--- config.mk ---
export PLATFORM = sky130hd
export DESIGN_NAME = muldiv_unit
export DESIGN_NICKNAME = d
export VERILOG_FILES = /design/src/rtl/muldiv_unit.sv
export SDC_FILE = /design/constraint.sdc
export NUM_CORES = 1
export LEC_CHECK = 0
export CAP_MARGIN = 25
export CORE_MARGIN = 2
export CORE_UTILIZATION = 55
export CTS_CLUSTER_SIZE = 20
export DETAILED_ROUTE_END_ITERATION = 6
export PLACE_DENSITY = 0.85
export SYNTH_ARGS = -nofsm -noshare
export SYNTH_HDL_FRONTEND = slang
export SYNTH_SLANG_ARGS = --single-unit
export TNS_END_PERCENT = 5
--- constraint.sdc ---
create_clock -name clk -period 4.5 [get_ports clk]
set_clock_uncertainty 0.15 [all_clocks]
set_input_delay 0.45 -clock clk [delete_from_list [all_inputs] [get_ports clk]]
set_output_delay 0.45 -clock clk [all_outputs]
set_load 0.02 [all_outputs]
--- src/rtl/muldiv_unit.sv ---
// Iterative multiply/divide unit holding the architectural HI/LO registers.
// Radix-2 shift-add multiply and restoring divide, fixed WIDTH+1 cycle latency.
module muldiv_unit #(
    parameter int unsigned WIDTH = 32,
    parameter int unsigned CNT_W = 6
) (
    input  logic             clk,
    input  logic             rst,
    input  logic             start,
    input  logic [2:0]       op,
    input  logic [WIDTH-1:0] operand_a,
    input  logic [WIDTH-1:0] operand_b,
    output logic             busy,
    output logic             done,
    output logic [WIDTH-1:0] hi,
    output logic [WIDTH-1:0] lo,
    output logic             div_by_zero
);

    typedef enum logic [1:0] {
        IDLE,
        CALC,
        FIX
    } state_t;

    state_t                 state;
    logic [CNT_W-1:0]       count;
    logic                   is_div;
    logic                   neg_res;
    logic                   neg_a;
    logic [WIDTH-1:0]       mag_a;
    logic [WIDTH-1:0]       mag_b;
    logic [WIDTH-1:0]       raw_a;
    logic [WIDTH-1:0]       rem;
    logic [2*WIDTH-1:0]     acc;

    logic                   in_neg_a;
    logic                   in_neg_b;
    logic [WIDTH-1:0]       in_mag_a;
    logic [WIDTH-1:0]       in_mag_b;
    logic [WIDTH:0]         mul_sum;
    logic [WIDTH:0]         div_shift;
    logic [WIDTH:0]         div_diff;
    logic [2*WIDTH-1:0]     prod_fix;
    logic [WIDTH-1:0]       quo_fix;
    logic [WIDTH-1:0]       rem_fix;

    // Operand conditioning, one datapath step, and final sign correction.
    always_comb begin
        in_neg_a  = ~op[0] & operand_a[WIDTH-1];
        in_neg_b  = ~op[0] & operand_b[WIDTH-1];
        in_mag_a  = in_neg_a ? -operand_a : operand_a;
        in_mag_b  = in_neg_b ? -operand_b : operand_b;
        mul_sum   = {1'b0, acc[2*WIDTH-1:WIDTH]} + (acc[0] ? {1'b0, mag_a} : {(WIDTH+1){1'b0}});
        div_shift = {rem, acc[WIDTH-1]};
        div_diff  = div_shift - {1'b0, mag_b};
        prod_fix  = neg_res ? -acc : acc;
        quo_fix   = neg_res ? -acc[WIDTH-1:0] : acc[WIDTH-1:0];
        rem_fix   = neg_a ? -rem : rem;
    end

    always_ff @(posedge clk) begin
        if (rst) begin
            state       <= IDLE;
            count       <= '0;
            is_div      <= 1'b0;
            neg_res     <= 1'b0;
            neg_a       <= 1'b0;
            mag_a       <= '0;
            mag_b       <= '0;
            raw_a       <= '0;
            rem         <= '0;
            acc         <= '0;
            hi          <= '0;
            lo          <= '0;
            busy        <= 1'b0;
            done        <= 1'b0;
            div_by_zero <= 1'b0;
        end else begin
            done <= 1'b0;
            case (state)
                IDLE: begin
                    if (start && !op[2]) begin
                        state       <= CALC;
                        busy        <= 1'b1;
                        count       <= '0;
                        is_div      <= op[1];
                        neg_res     <= in_neg_a ^ in_neg_b;
                        neg_a       <= in_neg_a;
                        mag_a       <= in_mag_a;
                        mag_b       <= in_mag_b;
                        raw_a       <= operand_a;
                        rem         <= '0;
                        // Low half seeds the multiplier (LSB-first) or the dividend (MSB-first).
                        acc         <= {{WIDTH{1'b0}}, (op[1] ? in_mag_a : in_mag_b)};
                        div_by_zero <= 1'b0;
                    end else if (start && !op[1]) begin
                        if (op[0]) begin
                            lo <= operand_a;
                        end else begin
                            hi <= operand_a;
                        end
                        done        <= 1'b1;
                        div_by_zero <= 1'b0;
                    end
                end
                CALC: begin
                    if (is_div) begin
                        rem            <= div_diff[WIDTH] ? div_shift[WIDTH-1:0] : div_diff[WIDTH-1:0];
                        acc[WIDTH-1:0] <= {acc[WIDTH-2:0], ~div_diff[WIDTH]};
                    end else begin
                        acc <= {mul_sum, acc[WIDTH-1:1]};
                    end
                    count <= count + CNT_W'(1);
                    if (count == CNT_W'(WIDTH - 1)) begin
                        state <= FIX;
                    end
                end
                FIX: begin
                    if (!is_div) begin
                        hi <= prod_fix[2*WIDTH-1:WIDTH];
                        lo <= prod_fix[WIDTH-1:0];
                    end else if (mag_b == '0) begin
                        lo          <= '1;
                        hi          <= raw_a;
                        div_by_zero <= 1'b1;
                    end else begin
                        lo <= quo_fix;
                        hi <= rem_fix;
                    end
                    done  <= 1'b1;
                    busy  <= 1'b0;
                    state <= IDLE;
                end
                default: state <= IDLE;
            endcase
        end
    end

endmodule
== After elaboration in Yosys (flattened, before gate mapping) ==
Index checks and enable logic that the tools add are counted.
Storage, ports and cells
  register bits: 270
  input port bits: 70
  output and inout bits: 67
  word-level logic and storage cells: 102
Operators by class
  add/subtract/negate cells: 8
  equality and inequality tests: 14
  muxes and demuxes: 42
  bitwise gates (word level): 5
  reductions and logical operators: 17
Operator list (count)
  32-bit two-way mux: 21
  32-bit case mux with 2 select lines: 3
  64-bit two-way mux: 2
  32-bit negator: 4
  64-bit case mux with 2 select lines: 1
  64-bit negator: 1
  32-bit by 32-bit adder with 33-bit output: 1
  33-bit by 32-bit subtractor with 33-bit output: 1
  32-bit zero test: 1
  2-bit inequality test, second input constant: 10
  6-bit case mux with 2 select lines: 1
  4-bit AND reduction: 3
  2-bit AND reduction: 4
  1-bit two-way mux: 7
  6-bit by 1-bit adder with 6-bit output, second input constant: 1
  6-bit by 5-bit equality test with 1-bit output, second input constant: 1
  6-bit two-way mux: 1
  1-bit case mux with 2 select lines: 3
  3-bit AND reduction: 2
  2-bit two-way mux: 2
  2-bit case mux with 2 select lines: 1
  2-bit nonzero test: 2
  3-bit inequality test, second input constant: 1
  1-bit bitwise AND: 2
  other kinds (7): 10

== Longest topological paths before layout ==
Gate-level depths: netlist (run 1).
  depth after elaboration: 6
  mapped depth: 15
  depth with buffers taken out: 13

== Least setup slack after synthesis (run 1) ==
OpenSTA, ideal clock, no wires.
  path kind: register to register
  start point: register acc[10]
  end point: register hi[28]
  setup time: 0.114 ns
  arrival time: 3.354 ns
  slack: 0.882 ns
  stages on the path, launching flop included: 11
  period minus slack after synthesis: 3.618 ns
  path through: dfxtp_1 buf_6 or4_4 or4b_4 or4_4 nor4_4 nand2_4 o31ai_2 xor2_1 o221a_1 a2111oi_0
Between the ends
  cells in the longest elaborated chain, start to end: 4
Ends and longest elaborated chain
  start, declared: RTL line 35  | logic [2*WIDTH-1:0] acc;
  start signal, assigned: RTL line 95  | acc <= {{WIDTH{1'b0}}, (op[1] ? in_mag_a : in_mag_b)};
  start signal, assigned by index: RTL line 110  | acc[WIDTH-1:0] <= {acc[WIDTH-2:0], ~div_diff[WIDTH]};
  start signal, assigned: RTL line 112  | acc <= {mul_sum, acc[WIDTH-1:1]};
  64-bit negator: RTL line 57  | prod_fix = neg_res ? -acc : acc;
  64-bit two-way mux: RTL line 57
  32-bit two-way mux: RTL line 120  | if (!is_div) begin
  32-bit case mux with 2 select lines: RTL line 81  | case (state)
  end signal, assigned: RTL line 121  | hi <= prod_fix[2*WIDTH-1:WIDTH];
  end signal, assigned: RTL line 125  | hi <= raw_a;
  end signal, assigned: RTL line 129  | hi <= rem_fix;
  end, declared: RTL line 15  | output logic [WIDTH-1:0] hi,
Every way passes these cells.
A chain may end at the register's enable or synchronous reset.

== Worst setup path in the final report (run 1) ==
Same ends and word-level chain as after synthesis.

==> run summary, run 1 <==
Num CTS Buffers: 31
placed cells: 2,836
CP max FO: 8
Wirelength per Cell: 23.1 um
initial antenna violation count: 1
antenna-violating nets left: 0
f_max: 258 MHz
Rows: 66
die area: 34,900 sq um
PortBufs: 136
Top FF cell, synth: dfxtp_1
Root Buffer: clkbuf_16
global-route wire length before repair: 102 mm
Num Clock Sinks: 269
layout cells sized above 1: 0.0604
IO Count: 137
via count: 19,100
largest net degree at the start of global routing: 162
Syn Std Cell Area: 18,400 sq um
Net Count, Synth: 2,537
syn avg cell area: 7.68 sq um
worst hold path class: in -> reg
worst vdd ir: 0.000350 V
crit end category: flip-flop
DP HPWL: 49.7 mm
count of final max-slew check failures: 0
RSZ-0062 raised after global routing: no
failing checks: DRC
most common cell after layout, fill and taps aside: dfxtp_1
clock buffer depth: 3
commonest non-fill, non-tap cells in the layout: dfxtp_1, nand2_1, a21oi_1
Worst EP required: 4.81 ns
final hold vios: 0
WP data arrival: 4.19 ns
Synth Warn #: 0
# nets final: 2,569
final core occ: 0.643
EDFF count, synth: 0
Worst-Margin Slew: 1.12 ns
Clock Latency Late Sink: 0.58 ns
minimum clock period after layout: 3.88 ns
Max transition margin: 0.255
Initial Utilization: 0.561
Startpoint Class: flip-flop
H-tree levels: 1
setup violators final: 0
pwr dens: 303 nW/um^2
Static Leak: 7.82 nW
Die Y: 187 um
Post-Place Cell Area: 20,000 sq um
grt total ovfl: 0
clk slew on worst S/H paths: 0.06 ns
post-route cell area: 21,100 sq um
DR iter-0 viols: 2,245
fin crit share: 0.862
DRC: 24
area of the core: 32,800 sq um
gp weighted congestion: 0.994
Synth-to-Final Area Change: 14.6%
Syn Inst Count: 2,396
Distinct cells, synth: 78
Post-Route WL: 66.9 mm
setup_tns: 0 ns
Via density: 6.60
Die Width: 187 um
Finished Layout Cells: 2,894
FFs w/ async S/R, synth: 0
vias in the first global route: 17,700
GRT Util Overall: 0.367
CP Class: reg -> reg
FF+latch count, synth: 269
post-synthesis sequential area ratio: 0.293
post-CTS setup buffers: 0
TritonCTS clock tree: done
post-CTS sizing: 0
# Max-Cap Violations: 0
status: finished with violations
First-pass DRT Iterations: 7
cts hold-fix bufs: 0
## layer usage
metal  vias to the layer above  wire length (um)  GRT usage
met5                         -                 0          0
met4                         0              4080      0.186
met3                       225              6690     0.0689
met2                      1080             29800      0.582
met1                      9018             26300      0.478
li1                       8781                 -          -
## Yosys cell counts (all sizes together), types with 26 or more instances
cell type / count / area [sq um]
a21oi: 225 / 1130
nor3: 55 / 275
mux2i: 60 / 601
ha: 69 / 863
nor4: 26 / 178
xor2: 82 / 718
a211oi: 117 / 878
and2: 45 / 282
inv: 65 / 244
o31ai: 35 / 268
nor2b: 31 / 194
o211ai: 26 / 195
clkbuf: 165 / 621
o21ai: 134 / 671
nand2: 254 / 961
xnor2: 111 / 972
o221ai: 33 / 289
nor2: 224 / 841
a21o: 31 / 233
dfxtp: 269 / 5390
## final timing paths
kind | startpoint | cells past startpoint | endpoint | slack (ns)
max | acc[10] | 9 | hi[28] | 0.62
min | rst | 2 | acc[50] | 0.17
max reg2reg | acc[10] | 9 | hi[28] | 0.62
min reg2reg | hi[27] | 2 | hi[27] | 0.30
## power by group
part	total [mW]	switching (mW)	internal, mW
Clock	2.66	1.12	1.53
Combinational	1.12	0.705	0.413
Sequential	2.61	0.127	2.48
Total	6.38	1.96	4.43
## stage by stage
stage | hold slack (ns) | total power [mW] | setup slack (ns)
floorplan | 0.282 | 3.32 | 0.882
global placement | 0.290 | 3.71 | 0.646
detailed placement | 0.291 | 3.73 | 0.629
CTS | 0.156 | 6.34 | 0.620
global route | 0.190 | 6.55 | 0.408
finish | 0.173 | 6.38 | 0.622
## sequential cells by signal, summed over array words and instances, names as in the netlist
register	cells
raw_a	31
mag_a	32
hi	32
acc	64
lo	32
count	6
neg_res	1
state	2
mag_b	32
div_by_zero	1
done	1
busy	1
neg_a	1
rem	32
is_div	1
## area by class of cell
type                    instances  area (sq um)
well taps                     442           553
fillers                      2926         11700
multi-input cells            1876         12100
flip-flops and latches        269          5390
clock inverters                21           241
diodes                          1          2.50
inverters                      65           244
repair buffers                185          1740
clock buffers                  35           811
## worst max-delay path: stages, from the launching register on
cell,delay (ns)
dfxtp_1,0.40
or4_4,0.62
or4b_4,0.57
or4_4,0.57
nor4_4,0.52
nand2_4,0.10
o31ai_2,0.21
xor2_1,0.10
o221a_1,0.22
a2111oi_0,0.31
## cell families (layout without fill, tap and decap cells)
kind of cell / count (synthesis) / in the layout / share of synthesized area
AND/OR/NAND/NOR: 773 / 773 / 0.200
flip-flops: 269 / 269 / 0.293
other: 0 / 1 / 0
multiplexers: 64 / 64 / 0.0351
XOR/XNOR: 193 / 193 / 0.0919
buffers and inverters: 251 / 306 / 0.0521
adder cells (fa/ha/maj): 71 / 71 / 0.0491
AO/OA/AOI/OAI: 775 / 775 / 0.280
Note: power is estimated with default switching activity, not from simulation.
==> run 2, diff against run 1 <==
--- a/config.mk
+++ b/config.mk
@@ -10,6 +10,7 @@
 export CORE_UTILIZATION = 55
 export CTS_CLUSTER_SIZE = 20
 export DETAILED_ROUTE_END_ITERATION = 6
+export MAX_ROUTING_LAYER = met4
 export PLACE_DENSITY = 0.85
 export SYNTH_ARGS = -nofsm -noshare
 export SYNTH_HDL_FRONTEND = slang
==> constraint.sdc (replaced) <==
create_clock -name clk -period 4.5 [get_ports clk]
set_clock_uncertainty 0.15 [all_clocks]
set_input_delay 0.45 -clock clk [delete_from_list [all_inputs] [get_ports clk]]
set_output_delay 0.45 -clock clk [all_outputs]
set_load 0.05 [all_outputs]
==> run summary, run 2 (same netlist as run 1, synthesis figures left out) <==
PortBufs: 136 (unchanged)
crit-path leading delay family: simple AND/OR/NAND/NOR gates
H-tree levels: 1 (unchanged)
largest net degree at the start of global routing: 101 (-38%)
post-route cell area: 21,100 sq um (unchanged)
antenna fix cells: 0 (-1)
WP data arrival: 4.21 ns (+0.02 ns)
# nets final: 2,572 (+0.12%)
DRC: 0 (-100%)
Post-Place Cell Area: 20,000 sq um (about the same)
# Max-Cap Violations: 0 (unchanged)
setup_tns: 0 ns (unchanged)
filler instances: 2,874 (-1.8%)
minimum clock period after layout: 3.90 ns (+0.0237 ns)
most common cell after layout, fill and taps aside: dfxtp_1
CP Class: reg -> reg
TritonCTS clock tree: done
worst vdd ir: 0.000318 V (-9.0%)
IO Count: 137 (unchanged)
Rows: 66 (unchanged)
count of final max-slew check failures: 0 (unchanged)
global-route wire length before repair: 104 mm (+1.6%)
antenna-violating nets left: 0 (unchanged)
post-CTS sizing: 0 (unchanged)
GRT Util Overall: 0.385 (+0.0181)
initial antenna violation count: 0 (-1)
gp weighted congestion: 1.01 (+1.4%)
setup violators final: 0 (unchanged)
Via density: 6.59 (-0.21%)
Worst EP required: 4.81 ns (about the same)
via count: 19,100 (-0.10%)
CP max-delay cell: or4_4
Post-Route WL: 67.7 mm (+1.2%)
CP peak stage delay: 0.61 ns (about the same)
final core occ: 0.643 (unchanged)
Clock Latency Late Sink: 0.58 ns (about the same)
Max transition margin: 0.288 (+0.0332)
f_max: 256 MHz (-0.61%)
final hold vios: 0 (unchanged)
clk slew on worst S/H paths: 0.07 ns (about the same)
fin crit share: 0.867 (+0.00528)
cts hold-fix bufs: 0 (unchanged)
commonest non-fill, non-tap cells in the layout: dfxtp_1, nand2_1, a21oi_1
layout cells sized above 1: 0.0611 (+0.000716)
die area: 34,900 sq um (unchanged)
Num CTS Buffers: 31 (unchanged)
most used cell, CP: or4_4
crit-path cells: or4_4 -> or4b_4 -> or4_4 -> nor4_4 -> nand2_4 -> o31ai_2 -> xor2_1 -> o221a_1 -> a2111oi_0
Wirelength per Cell: 23.4 um (+1.1%)
Num Clock Sinks: 269 (unchanged)
DP HPWL: 51.1 mm (+2.9%)
worst hold path class: in -> reg
vias in the first global route: 18,000 (+1.6%)
DR iter-0 viols: 2,129 (-5.2%)
pwr dens: 303 nW/um^2 (about the same)
CP max FO: 8 (unchanged)
Synth-to-Final Area Change: 14.6% (unchanged)
Worst-Margin Slew: 1.07 ns (-0.0496 ns)
status: completed
Reg with most FFs: acc
Root Buffer: clkbuf_16
crit end category: flip-flop
Initial Utilization: 0.561 (unchanged)
Static Leak: 7.83 nW (about the same)
clock buffer depth: 3 (unchanged)
First-pass DRT Iterations: 6 (-1)
grt total ovfl: 0 (unchanged)
Die Y: 187 um (unchanged)
Startpoint Class: flip-flop
post-CTS setup buffers: 0 (unchanged)
max FFs per register: 64 (unchanged)
area of the core: 32,800 sq um (unchanged)
Buffers & Inverters on Critical Path: 0 (unchanged)
RSZ-0062 raised after global routing: no
Die Width: 187 um (unchanged)
==> run 2: cell types whose count changed in the layout (fill, tap and decap cells not counted), sizes merged <==
cell / previous run / this run
diode: 1 / 0
bufinv: 4 / 3
buf: 49 / 53
clkbuf: 36 / 41
inv: 70 / 66
clkinvlp: 4 / 5
clkinv: 8 / 7
==> run 2: where the power goes <==
part | total (mW) | switching (mW) | leakage, nW | internal (mW)
clock network | 2.63 | 1.10 | 0.505 | 1.53
logic | 1.15 | 0.742 | 5.13 | 0.412
registers | 2.60 | 0.123 | 2.19 | 2.48
==> run 2: area by class of cell <==
type | instances | area [sq um] | share of cell area
inverter | 65 | 244 | 0.0116
clock inverter | 16 | 171 | 0.00813
multi-input combinational | 1876 | 12100 | 0.574
tap | 442 | 553 | 0.0262
timing repair buffer | 188 | 1750 | 0.0831
sequential | 269 | 5390 | 0.256
clock buffer | 41 | 873 | 0.0414
==> run 2: routing by layer <==
metal	GRT usage	share of wire	wire length (um)
met2	0.605	0.45	30600
met3	0.0518	0.086	5790
met5	-	0	0
met4	0.179	0.054	3670
met1	0.493	0.41	27700
==> run 2: final timing paths <==
path,start,end,slack (ns),cells past startpoint
max,acc[10],hi[28],0.60,9
min,rst,mag_a[30],0.25,2
max reg2reg,acc[10],hi[28],0.60,9
min reg2reg,hi[31],hi[31],0.29,2
==> run 2: metrics by stage <==
stage                     hold slack [ns]  std cells  total power, mW  setup slack (ns)
after global routing                0.291       2897             6.56             0.377
after CTS                           0.244       2897             6.34             0.615
after floorplan                     0.282       2396             3.35             0.882
after global placement              0.285       2840             3.75             0.599
final                               0.255       2897             6.38             0.598
after detailed placement            0.284       2840             3.77             0.582
